$ cat config.mk
export PLATFORM = sky130hd
export DESIGN_NAME = mem_arbiter
export DESIGN_NICKNAME = d
export VERILOG_FILES = /design/src/rtl/mem_arbiter.sv
export SDC_FILE = /design/constraint.sdc
export NUM_CORES = 1
export LEC_CHECK = 0
export CAP_MARGIN = 20
export CELL_PAD_IN_SITES_DETAIL_PLACEMENT = 1
export CELL_PAD_IN_SITES_GLOBAL_PLACEMENT = 1
export CORE_MARGIN = 2
export CORE_UTILIZATION = 30
export CTS_CLUSTER_DIAMETER = 120
export DETAILED_ROUTE_END_ITERATION = 8
export PLACE_DENSITY = 0.81
export SLEW_MARGIN = 20
export SYNTH_ARGS = -nofsm -noshare
export SYNTH_HDL_FRONTEND = slang
export SYNTH_SLANG_ARGS = --single-unit
$ cat constraint.sdc
create_clock -name clk -period 8.8 [get_ports clk]
set_input_delay 2.2 -clock clk [delete_from_list [all_inputs] [get_ports clk]]
set_output_delay 2.2 -clock clk [all_outputs]
set_load 0.01 [all_outputs]
$ cat src/rtl/mem_arbiter.sv
// Two-master round-robin arbiter for a single-ported data memory.
// Master 0 is the CPU, master 1 is the DMA/peripheral master. One command
// is accepted per IDLE cycle; writes take one memory cycle and reads take
// an extra cycle to return data to the owning master.
module mem_arbiter #(
    parameter int CNT_W = 16
) (
    input  logic             clk,
    input  logic             reset,

    input  logic             m0_req,
    input  logic             m0_we,
    input  logic [31:0]      m0_addr,
    input  logic [31:0]      m0_wdata,
    input  logic [3:0]       m0_be,
    output logic             m0_gnt,
    output logic             m0_rvalid,
    output logic [31:0]      m0_rdata,

    input  logic             m1_req,
    input  logic             m1_we,
    input  logic [31:0]      m1_addr,
    input  logic [31:0]      m1_wdata,
    input  logic [3:0]       m1_be,
    output logic             m1_gnt,
    output logic             m1_rvalid,
    output logic [31:0]      m1_rdata,

    output logic [31:0]      memaddr,
    output logic             memwrite,
    output logic             memread,
    output logic [31:0]      writedata,
    output logic [3:0]       be,
    input  logic [31:0]      readdata,

    output logic             busy,
    output logic             owner,
    output logic [CNT_W-1:0] gcnt0,
    output logic [CNT_W-1:0] gcnt1
);

    typedef enum logic [1:0] {
        IDLE  = 2'd0,
        ISSUE = 2'd1,
        RDATA = 2'd2
    } state_t;

    localparam logic [CNT_W-1:0] CNT_ONE = {{(CNT_W-1){1'b0}}, 1'b1};

    state_t state, state_nxt;
    logic   last_owner;   // resets to 1 so that m0 wins the first tie
    logic   cmd_we;
    logic   any_req;
    logic   winner;
    logic   take;

    // Round-robin pick: a lone requester wins, a tie goes to the non-last owner
    always_comb begin
        any_req = m0_req | m1_req;
        winner  = (m0_req && m1_req) ? ~last_owner : m1_req;
        take    = (state == IDLE) && any_req;
    end

    // Next-state and memory strobe decode
    always_comb begin
        state_nxt = state;
        memwrite  = 1'b0;
        memread   = 1'b0;
        busy      = (state != IDLE);
        case (state)
            IDLE: begin
                if (any_req) state_nxt = ISSUE;
            end
            ISSUE: begin
                memwrite  = cmd_we;
                memread   = ~cmd_we;
                state_nxt = cmd_we ? IDLE : RDATA;
            end
            RDATA: begin
                state_nxt = IDLE;
            end
            default: begin
                state_nxt = IDLE;
            end
        endcase
    end

    // State register; reset aborts any transaction in flight
    always_ff @(posedge clk or posedge reset) begin
        if (reset) state <= IDLE;
        else       state <= state_nxt;
    end

    // Command capture, grant/rvalid pulses, read return and grant counters
    always_ff @(posedge clk or posedge reset) begin
        if (reset) begin
            last_owner <= 1'b1;
            owner      <= 1'b0;
            cmd_we     <= 1'b0;
            memaddr    <= '0;
            writedata  <= '0;
            be         <= '0;
            m0_gnt     <= 1'b0;
            m1_gnt     <= 1'b0;
            m0_rvalid  <= 1'b0;
            m1_rvalid  <= 1'b0;
            m0_rdata   <= '0;
            m1_rdata   <= '0;
            gcnt0      <= '0;
            gcnt1      <= '0;
        end else begin
            m0_gnt    <= 1'b0;
            m1_gnt    <= 1'b0;
            m0_rvalid <= 1'b0;
            m1_rvalid <= 1'b0;
            if (take) begin
                last_owner <= winner;
                owner      <= winner;
                if (winner) begin
                    cmd_we    <= m1_we;
                    memaddr   <= m1_addr;
                    writedata <= m1_wdata;
                    be        <= m1_be;
                    m1_gnt    <= 1'b1;
                    gcnt1     <= gcnt1 + CNT_ONE;
                end else begin
                    cmd_we    <= m0_we;
                    memaddr   <= m0_addr;
                    writedata <= m0_wdata;
                    be        <= m0_be;
                    m0_gnt    <= 1'b1;
                    gcnt0     <= gcnt0 + CNT_ONE;
                end
            end
            if (state == RDATA) begin
                if (owner) begin
                    m1_rdata  <= readdata;
                    m1_rvalid <= 1'b1;
                end else begin
                    m0_rdata  <= readdata;
                    m0_rvalid <= 1'b1;
                end
            end
        end
    end

endmodule

## Word-level counts from Yosys, hierarchy flattened

Cells that the tools add are included.

| cells by class | value |
|---|---|
| add/subtract/negate cells | 2 |
| $mul | 0 |
| divide/modulo/power cells | 0 |
| order comparisons | 0 |
| equality and inequality tests | 3 |
| shift-type cells | 0 |
| multiplexer cells | 18 |
| bitwise gates (word level) | 5 |
| reductions and logical operators | 8 |

Operators by type and width:

| kind | count |
|---|---|
| 32-bit two-way mux | 2 |
| 16-bit by 1-bit adder with 16-bit output, second input constant | 2 |
| 1-bit two-way mux | 12 |
| 2-bit AND reduction | 4 |
| 2-bit two-way mux | 2 |
| 4-bit two-way mux | 1 |
| 1-bit NOT | 4 |
| 2-bit case mux with 2 select lines | 1 |
| 2-bit by 1-bit equality test with 1-bit output, second input constant | 1 |
| 2-bit equality test, second input constant | 1 |
| 1-bit logical AND | 2 |
| 2-bit logical NOT | 1 |
| 2-bit inequality test, second input constant | 1 |
| 2-bit nonzero test | 1 |
| 1-bit bitwise OR | 1 |

| word-level totals | value |
|---|---|
| bits in registers | 173 |
| latch bits | 0 |
| bits in writable memories | 0 |
| memory bits (read-only) | 0 |
| logic and storage cells | 51 |
| memories | 0 |

## Logic depth before layout (Yosys ltp)

| logic depth | value |
|---|---|
| depth in word-level cells | 4 |
| mapped depth | 7 |

## Least setup slack after synthesis

OpenSTA, ideal clock, no wires.

| timing | value |
|---|---|
| path kind | input to register |
| start point | input port m0_req |
| end point | register gcnt1[1] |
| arrival time | 3,123 ps |
| slack | 5,552 ps |
| stages | 5 |
| path buffers | 2 |
| cells stage by stage | a211oi_2 -> and2_1 -> buf_2 -> buf_4 -> mux2_2 |

| on the way | value |
|---|---|
| word-level cells in the longest chain between the ends | 3 |
| elaborated cells between the ends (all ways) | 5 |
| classes of those cells | 1 x mux; 1 x bitwise; 3 x reduce/logical |

RTL lines:

| item | line | source |
|---|---|---|
| start: declaration | 11 | `input logic m0_req,` |
| 1-bit logical AND / 1-bit bitwise OR (equally long branches) | 60, 59 |  |
| 1-bit two-way mux / 1-bit logical AND (equally long branches) | 60, 61 |  |
| 2-bit AND reduction (no source line) (*) | n/a |  |
| end signal: assignment | 125 | `gcnt1 <= gcnt1 + CNT_ONE;` |
| end: declaration | 39 | `output logic [CNT_W-1:0] gcnt1` |

Every way passes the cells marked *; elsewhere a longest branch is shown, timed or not.
A chain may end at the register's enable or synchronous reset.

## Worst setup path after layout

Ends and elaborated chain as after synthesis.

==> results.json <==
{
  "syn_avg_cell_area_um2": 11.9,
  "dpl.cell_count": 1183,
  "crit_type": "in2reg",
  "outcome": "completed",
  "fin_cells": 1214,
  "cpPeakStageDelay_ps": 590,
  "cap_violations": 0,
  "pwr-share-seq": 0.353,
  "synth_cells": 579,
  "power.density_nw_per_um2": 346,
  "rsz0062_at_grt": "false",
  "antenna_found_initial": 0,
  "arrival_ps": 4530,
  "drcViolationCount": 0,
  "synth_area_leaders": "dfrtp_1 62%, a222oi_1 10%, nand2_1 5.9%",
  "grt_pass1_vias": 6584,
  "ctsResizeCount": 0,
  "min_from": "gcnt0[15]",
  "fin_crit_sh": 0.481,
  "leakagePower_nw": 5.09,
  "firstDrtPassIters": 9,
  "cp_num_buf_inv": 2,
  "grt_pass1_wl_mm": 36.5,
  "cts_sinks": 173,
  "cts_hold_buf": 0,
  "gr-total-overflow": 0,
  "critical_path.top_delay_family": "buffers and inverters",
  "crit_fanout": 56,
  "initial_utilization": 0.305,
  "finalCriticalPeriod_ps": 4230,
  "yosysSeqAreaShare": 0.627,
  "wl_per_cell_um": 19.5,
  "die_x_um": 156,
  "setup_viol": 0,
  "postCtsSetupRepairBufs": 0,
  "die_y_um": 156,
  "port_buffers": 345,
  "endpoint_kind": "flop",
  "yosysTopAreaCell": "dfrtp_1",
  "synth_top_cell_area_share": 0.623,
  "syn2layout_area_growth_pct": 61.7,
  "finalMaxSlewViolations": 0,
  "fillers": 2416,
  "clkTransAtPathRegs_ps": 70,
  "crit_path_start_kind": "input pin",
  "worstPathCellList": "clkdlybuf4s50_1, a211oi_2, and2_2, buf_4, mux2_2",
  "switching_share": 0.350,
  "final_common_cell": "clkdlybuf4s50_1",
  "grt_usage": 0.195,
  "most-common-layout-cells": "345 x clkdlybuf4s50_1, 172 x dfrtp_1, 108 x nand2_1, 73 x inv_1, 69 x a222oi_1",
  "cp-startpoint": "m0_req",
  "cpMaxStageDelayCell": "buf_4",
  "boundaryPins": 346,
  "max_freq_mhz": 236,
  "die_area_um2": 24300,
  "netlist_area_um2": 6910,
  "worstMarginPinSlew_ps": 809,
  "dpl.hpwl_mm": 17.2,
  "vias": 6045,
  "root_buffer": "clkbuf_16",
  "skew_ps": 14.5,
  "grt_max_degree": 73,
  "drt_wl_total_mm": 23.7,
  "yosys_warnings": 0,
  "gp_congestion": 0.786,
  "rr_startpoint": "state[0]",
  "hold_ws_ps": 469,
  "final_net_count": 1093,
  "viasPerCell": 4.98,
  "p_comb_frac": 0.453,
  "hold_viol_final": 0,
  "clkLatencyLatePin_ps": 430,
  "yosysUniqueCellTypes": 31,
  "slew_headroom": 0.461,
  "p_clk_frac": 0.194,
  "drt-initial-drc-count": 470,
  "switchingPower_mw": 1.35,
  "syn-num-nets": 755,
  "cell_internal_pwr_mw": 2.51,
  "ant_nets": 0,
  "cts_buffers": 17,
  "h-tree-depth": 4,
  "drive_gt1_frac": 0.0850,
  "required_ps": 9100,
  "cts_tree": "yes",
  "min_path_type": "reg2reg",
  "clockBufferDepth": 2,
  "peakVddDrop_mv": 0.140,
  "num_antenna_cells": 0,
  "std_cell_rows": 55,
  "fin_setup_tns_ps": 0,
  "ys_ff_latch": 173,
  "core_um2": 22600
}
==> cells in the mapped netlist <==
master,count
a211oi_2,1
a21o_1,2
a222oi_1,69
and2_1,3
and3_1,3
and3b_1,1
and4_1,3
buf_1,1
buf_2,10
buf_4,2
buf_6,6
clkbuf_1,14
dfrtp_1,172
dfstp_2,1
ha_1,2
inv_1,75
mux2_2,34
nand2_1,108
nand2b_1,1
nand3_1,5
nand3b_1,1
nand4_1,11
nor2_1,8
nor3_1,8
nor3b_1,2
nor3b_2,1
nor4_1,3
o21ai_2,1
or3_1,1
xnor2_1,14
xor2_1,16
==> cells by family after synthesis <==
kind of cell | share of synthesized area
DFF | 0.627
and+or+nand+nor | 0.103
buffers and inverters | 0.0681
AOI/OAI and AO/OA | 0.105
muxes | 0.0554
xor gates and xnor gates | 0.0380
adders and majority gates | 0.00362
==> area by class of cell <==
| class | instances | area [um^2] | area share |
|---|---|---|---|
| Timing Repair Buffer | 352 | 3510 | 0.314 |
| Multi-Input combinational cell | 298 | 2120 | 0.190 |
| Inverter | 75 | 287 | 0.0257 |
| Tap cell | 285 | 357 | 0.0319 |
| Clock inverter | 12 | 125 | 0.0112 |
| Clock buffer | 19 | 443 | 0.0397 |
| Sequential cell | 173 | 4330 | 0.388 |
==> per-stage QoR <==
step           area [um^2]  setup slack, ps  utilization  power (mW)
2_1_floorplan         6910             1910            -        2.15
3_3_place_gp         10600             4150        0.468        3.08
3_5_place_dp         10600             4100        0.468        3.15
4_1_cts              11200             4530        0.493        3.92
5_1_grt              11200             4410        0.493        4.10
6_report             11200             4570        0.493        3.86
==> final timing paths <==
path                                end  slack [ps]  cells past startpoint
min in group asynchronous  m0_rdata[29]        2230                      2
max                            gcnt1[1]        4570                      5
max reg2reg                    gcnt1[1]        6420                      4
max in group asynchronous  m1_rdata[30]        5290                      3
min                           gcnt0[15]         470                      1
min reg2reg                   gcnt0[15]         470                      1
==> state kept, by name (all words and copies together) (netlist names) <==
name / cells
gcnt1: 16
memaddr: 32
last_owner: 1
owner: 1
be: 4
m0_gnt: 1
m1_rvalid: 1
gcnt0: 16
m1_rdata: 32
state: 2
cmd_we: 1
writedata: 32
m0_rdata: 32
m0_rvalid: 1
m1_gnt: 1
==> layer usage <==
metal / up-vias / global-route usage / wire length [um]
met5: - / 0 / 0
li1: 2714 / - / -
met2: 260 / 0.336 / 12200
met1: 3026 / 0.226 / 9020
met4: 0 / 0.0760 / 746
met3: 45 / 0.0625 / 1710
==> worst reg2reg max path: cells and delay by family, from the launching register on <==
family | cells | cell delay [ps]
AO/OA/AOI/OAI | 1 | 290
buffers and inverters | 1 | 600
flip-flops | 1 | 470
multiplexers | 1 | 420
AND/OR/NAND/NOR | 1 | 490
==> power by group through the flow <==
| stage | Combinational, mW | Clock [mW] | Sequential (mW) |
|---|---|---|---|
| finish | 1.75 | 0.750 | 1.36 |
| detailed placement | 1.77 | 0 | 1.38 |
| global route | 1.89 | 0.803 | 1.41 |
| CTS | 1.78 | 0.776 | 1.37 |
| global placement | 1.73 | 0 | 1.36 |
| floorplan | 0.644 | 0 | 1.50 |
(Power assumes the default switching activity.)
==> edit 1 (same flow settings) <==
The parameter `CNT_W` goes from 16 to 24.
--- a/src/rtl/mem_arbiter.sv
+++ b/src/rtl/mem_arbiter.sv
@@ -5,3 +5,3 @@
 module mem_arbiter #(
-    parameter int CNT_W = 16
+    parameter int CNT_W = 24
 ) (
Interface: changed (resized gcnt0 and gcnt1); port bits go from 346 to 362. No check against the original RTL was run, so the function may have changed too.
==> edit 1 against the unedited design <==
- power increased by 3.9%
- synthesized area increased by 10%
- count of clock-buffer cells in the layout fell by 2
- wire length grew 5.6%
- setup slack gained 260 ps
- global-route usage fell by 0.83 points
- sequential cell count grew 16
- final area increased by 9.1%
- via count increased by 6.7%
- utilization fell by 0.65 points
- fmax up 6.7%
- final cell count increased by 9.7%
- largest power group unchanged
==> edit 1: results <==
{
  "wl_met2_mm": 13.2,
  "drive_above_1_share_pct": 8.58,
  "nets": 1165,
  "p_leak_uw": 0.00550,
  "grt_util_all_layers_pct": 18.6,
  "grt_max_degree": 134,
  "maxSlewHeadroom_pct": 38.4,
  "top_layer": "met5",
  "grt_antenna_before_repair": 1,
  "vdd_drop_max_v": 0.000126,
  "post_dp_cell_area_um2": 11600,
  "numPortBuffers": 361,
  "grtUsageMet2_pct": 33.8,
  "syn_nets": 815,
  "met1_length_mm": 9.75,
  "fin_cells": 1332,
  "cts_buffers": 17,
  "slowest_stage": "clkdlybuf4s50_1",
  "dpl.hpwl_mm": 18.3,
  "met1_usage_pct": 21.3,
  "swShare_pct": 34.8,
  "dp_slack_ps": 4400,
  "outcome": "complete, no violations",
  "ys_seq_area_share_pct": 62.1,
  "met3_length_mm": 1.64,
  "synth_area_leaders": "dfrtp_1 62%, a222oi_1 9.1%, nand2_1 5.4%",
  "gp_routability_congestion": 0.762,
  "rows": 58,
  "critical-path-max-stage-delay_ps": 520,
  "met3_usage_pct": 5.26,
  "crit_fanout": 6,
  "grt_pass1_wl_mm": 38.8,
  "vias": 6452,
  "syn_inst": 639,
  "grt_pass1_vias": 7035,
  "drtIter0Drc": 412,
  "netlist_top_cells_count": "188 x dfrtp_1, 109 x nand2_1, 76 x inv_1"
}
==> edit 1: path summary, 6_finish.rpt <==
| kind | endpoint | start | slack [ps] | cells past startpoint |
|---|---|---|---|---|
| worst max register to register | gcnt0[1] | state[0] | 6610 | 5 |
| worst min-delay path | m1_rdata[30] | m1_rdata[30] | 470 | 2 |
| min in group asynchronous | m0_rdata[16] | reset | 2390 | 2 |
| worst min register to register | m1_rdata[30] | m1_rdata[30] | 470 | 2 |
| worst max-delay path | busy | state[0] | 4830 | 3 |
| max in group asynchronous | gcnt0[2] | reset | 5030 | 3 |
==> edit 1: final cells by class <==
| cell class | instances | area (um^2) |
|---|---|---|
| sequential | 189 | 4730 |
| clock buffer | 17 | 425 |
| inverter | 77 | 297 |
| timing repair buffer | 367 | 3660 |
| clock inverter | 15 | 200 |
| fill | 2681 | 12800 |
| tap | 330 | 413 |
| multi-input combinational | 337 | 2460 |
==> edit 1: cell families after synthesis <==
kind of cell	Yosys count	synth area share (%)
flip-flops	189	62.1
multiplexers	34	5.03
AO/OA/AOI/OAI	73	9.48
AND/OR/NAND/NOR	182	11.9
buffers and inverters	113	5.85
XOR/XNOR	46	5.29
adder cells (fa/ha/maj)	2	0.329
==> edit 1: power groups by stage <==
stage / Clock, uW / Sequential [uW] / Combinational, uW
6_report: 822 / 1430 / 1760
5_1_grt: 888 / 1480 / 1890
4_1_cts: 849 / 1440 / 1790
3_5_place_dp: 0 / 1460 / 1790
3_3_place_gp: 0 / 1430 / 1740
2_1_floorplan: 0 / 1580 / 634
==> edit 1: critical path, delay by kind of cell, from the launching register on <==
kind	cells	cell delay [ps]
buffers and inverters	2	640
flip-flops	1	470
AND/OR/NAND/NOR	1	250
==> edit 2 (same flow settings) <==
Made on the original files. Make the reset (`reset`) synchronous in 2 clocked blocks.
--- a/src/rtl/mem_arbiter.sv
+++ b/src/rtl/mem_arbiter.sv
@@ -88,3 +88,3 @@
     // State register; reset aborts any transaction in flight
-    always_ff @(posedge clk or posedge reset) begin
+    always_ff @(posedge clk) begin
         if (reset) state <= IDLE;
@@ -94,3 +94,3 @@
     // Command capture, grant/rvalid pulses, read return and grant counters
-    always_ff @(posedge clk or posedge reset) begin
+    always_ff @(posedge clk) begin
         if (reset) begin
Check against the original RTL: differs if reset is asserted again (counterexample within 4 cycles, from zero or initial values and one cycle with reset high); with reset held inactive, the same outputs for 4 cycles.
==> edit 2 against the unedited design <==
- sequential share of layout area fell by 6.3 points
- first-iteration DRC count fell by 16%
- worst hold slack got worse by 17 ps
- die area fell by 6.2%
- highest routed layer is now met5
- setup slack improved by 120 ps
- final area fell by 4.6%
- sequential cell count did not move
- synthesized area fell by 6.4%
- wire length rose by 5.5%
Power is not compared: it rests on default switching activity, and its combinational part moved more than twofold at a synthesized area within 25%.
==> edit 2: results <==
{
  "cp-endpoint": "memread",
  "critical-path-max-stage-delay_ps": 640,
  "min_to": "m0_rdata[9]",
  "clock_skew_ps": 13.7,
  "grt_pass1_vias": 6877,
  "maxSlewHeadroom_pct": 40.8,
  "worst_slack_ps": 4690,
  "drtIter0Drc": 393,
  "async_reset_ff_share_pct": 0,
  "reg2reg_to": "writedata[3]",
  "fillers": 2415,
  "hold_start": "m0_rdata[9]",
  "avgSynthCellArea_um2": 8.98,
  "fin_cells": 1318,
  "grt_pass1_wl_mm": 37.2,
  "synth-xor-area-share_pct": 1.22,
  "crit_arrival_ps": 1910,
  "dpl.hpwl_mm": 17.7,
  "slowest_stage": "clkdlybuf4s50_1",
  "synth_mux_area_share_pct": 0.832,
  "synth_fa_ha_area_share_pct": 0.387,
  "outcome": "complete, no violations",
  "post_dp_cell_area_um2": 10100,
  "ys_seq_area_share_pct": 53.6,
  "r2r_cells": 5,
  "synth_ff_type": "dfxtp_1",
  "startpoint": "state[0]",
  "r2r_start": "state[1]",
  "dp_slack_ps": 4300,
  "finalWirelength_mm": 25.0,
  "nets": 1206,
  "first_pass_iters": 6,
  "gp_routability_congestion": 0.735,
  "netlist_top_cells_count": "173 x dfxtp_1, 135 x nand2_1, 88 x nor2_1",
  "hold_ws_ps": 452,
  "drive_above_1_share_pct": 5.37,
  "netlist-cell-type-count": 42,
  "crit_fanout": 9,
  "synth_area_leaders": "dfxtp_1 54%, a222oi_1 11%, nand2_1 7.8%"
}
==> edit 2: layout make-up <==
type | count | area [um^2] | area share (%)
sequential | 173 | 3460 | 32.5
inverter | 7 | 26.3 | 0.246
clock inverter | 13 | 128 | 1.20
multi-input combinational | 479 | 2740 | 25.7
timing repair buffer | 352 | 3510 | 32.9
clock buffer | 19 | 453 | 4.25
tap | 275 | 344 | 3.23
==> edit 2: routing by layer <==
metal	wire, um	GRT usage, %	vias to the layer above
met2	13100	38.5	256
met1	9350	22.6	3256
met5	11	0	-
met3	1860	7.29	43
met4	740	8.27	2
li1	-	-	3219
==> edit 2: power breakdown <==
part	internal [uW]	switching [uW]	leakage, uW
Clock	412	339	0.000283
Sequential	823	25.8	0.00141
Combinational	180	145	0.00201
Total	1420	510	0.00370
==> edit 2: critical path, delay by kind of cell (launching register included) <==
family | cells | cell delay, ps
buffers and inverters | 1 | 640
AND/OR/NAND/NOR | 1 | 300
flip-flops | 1 | 550
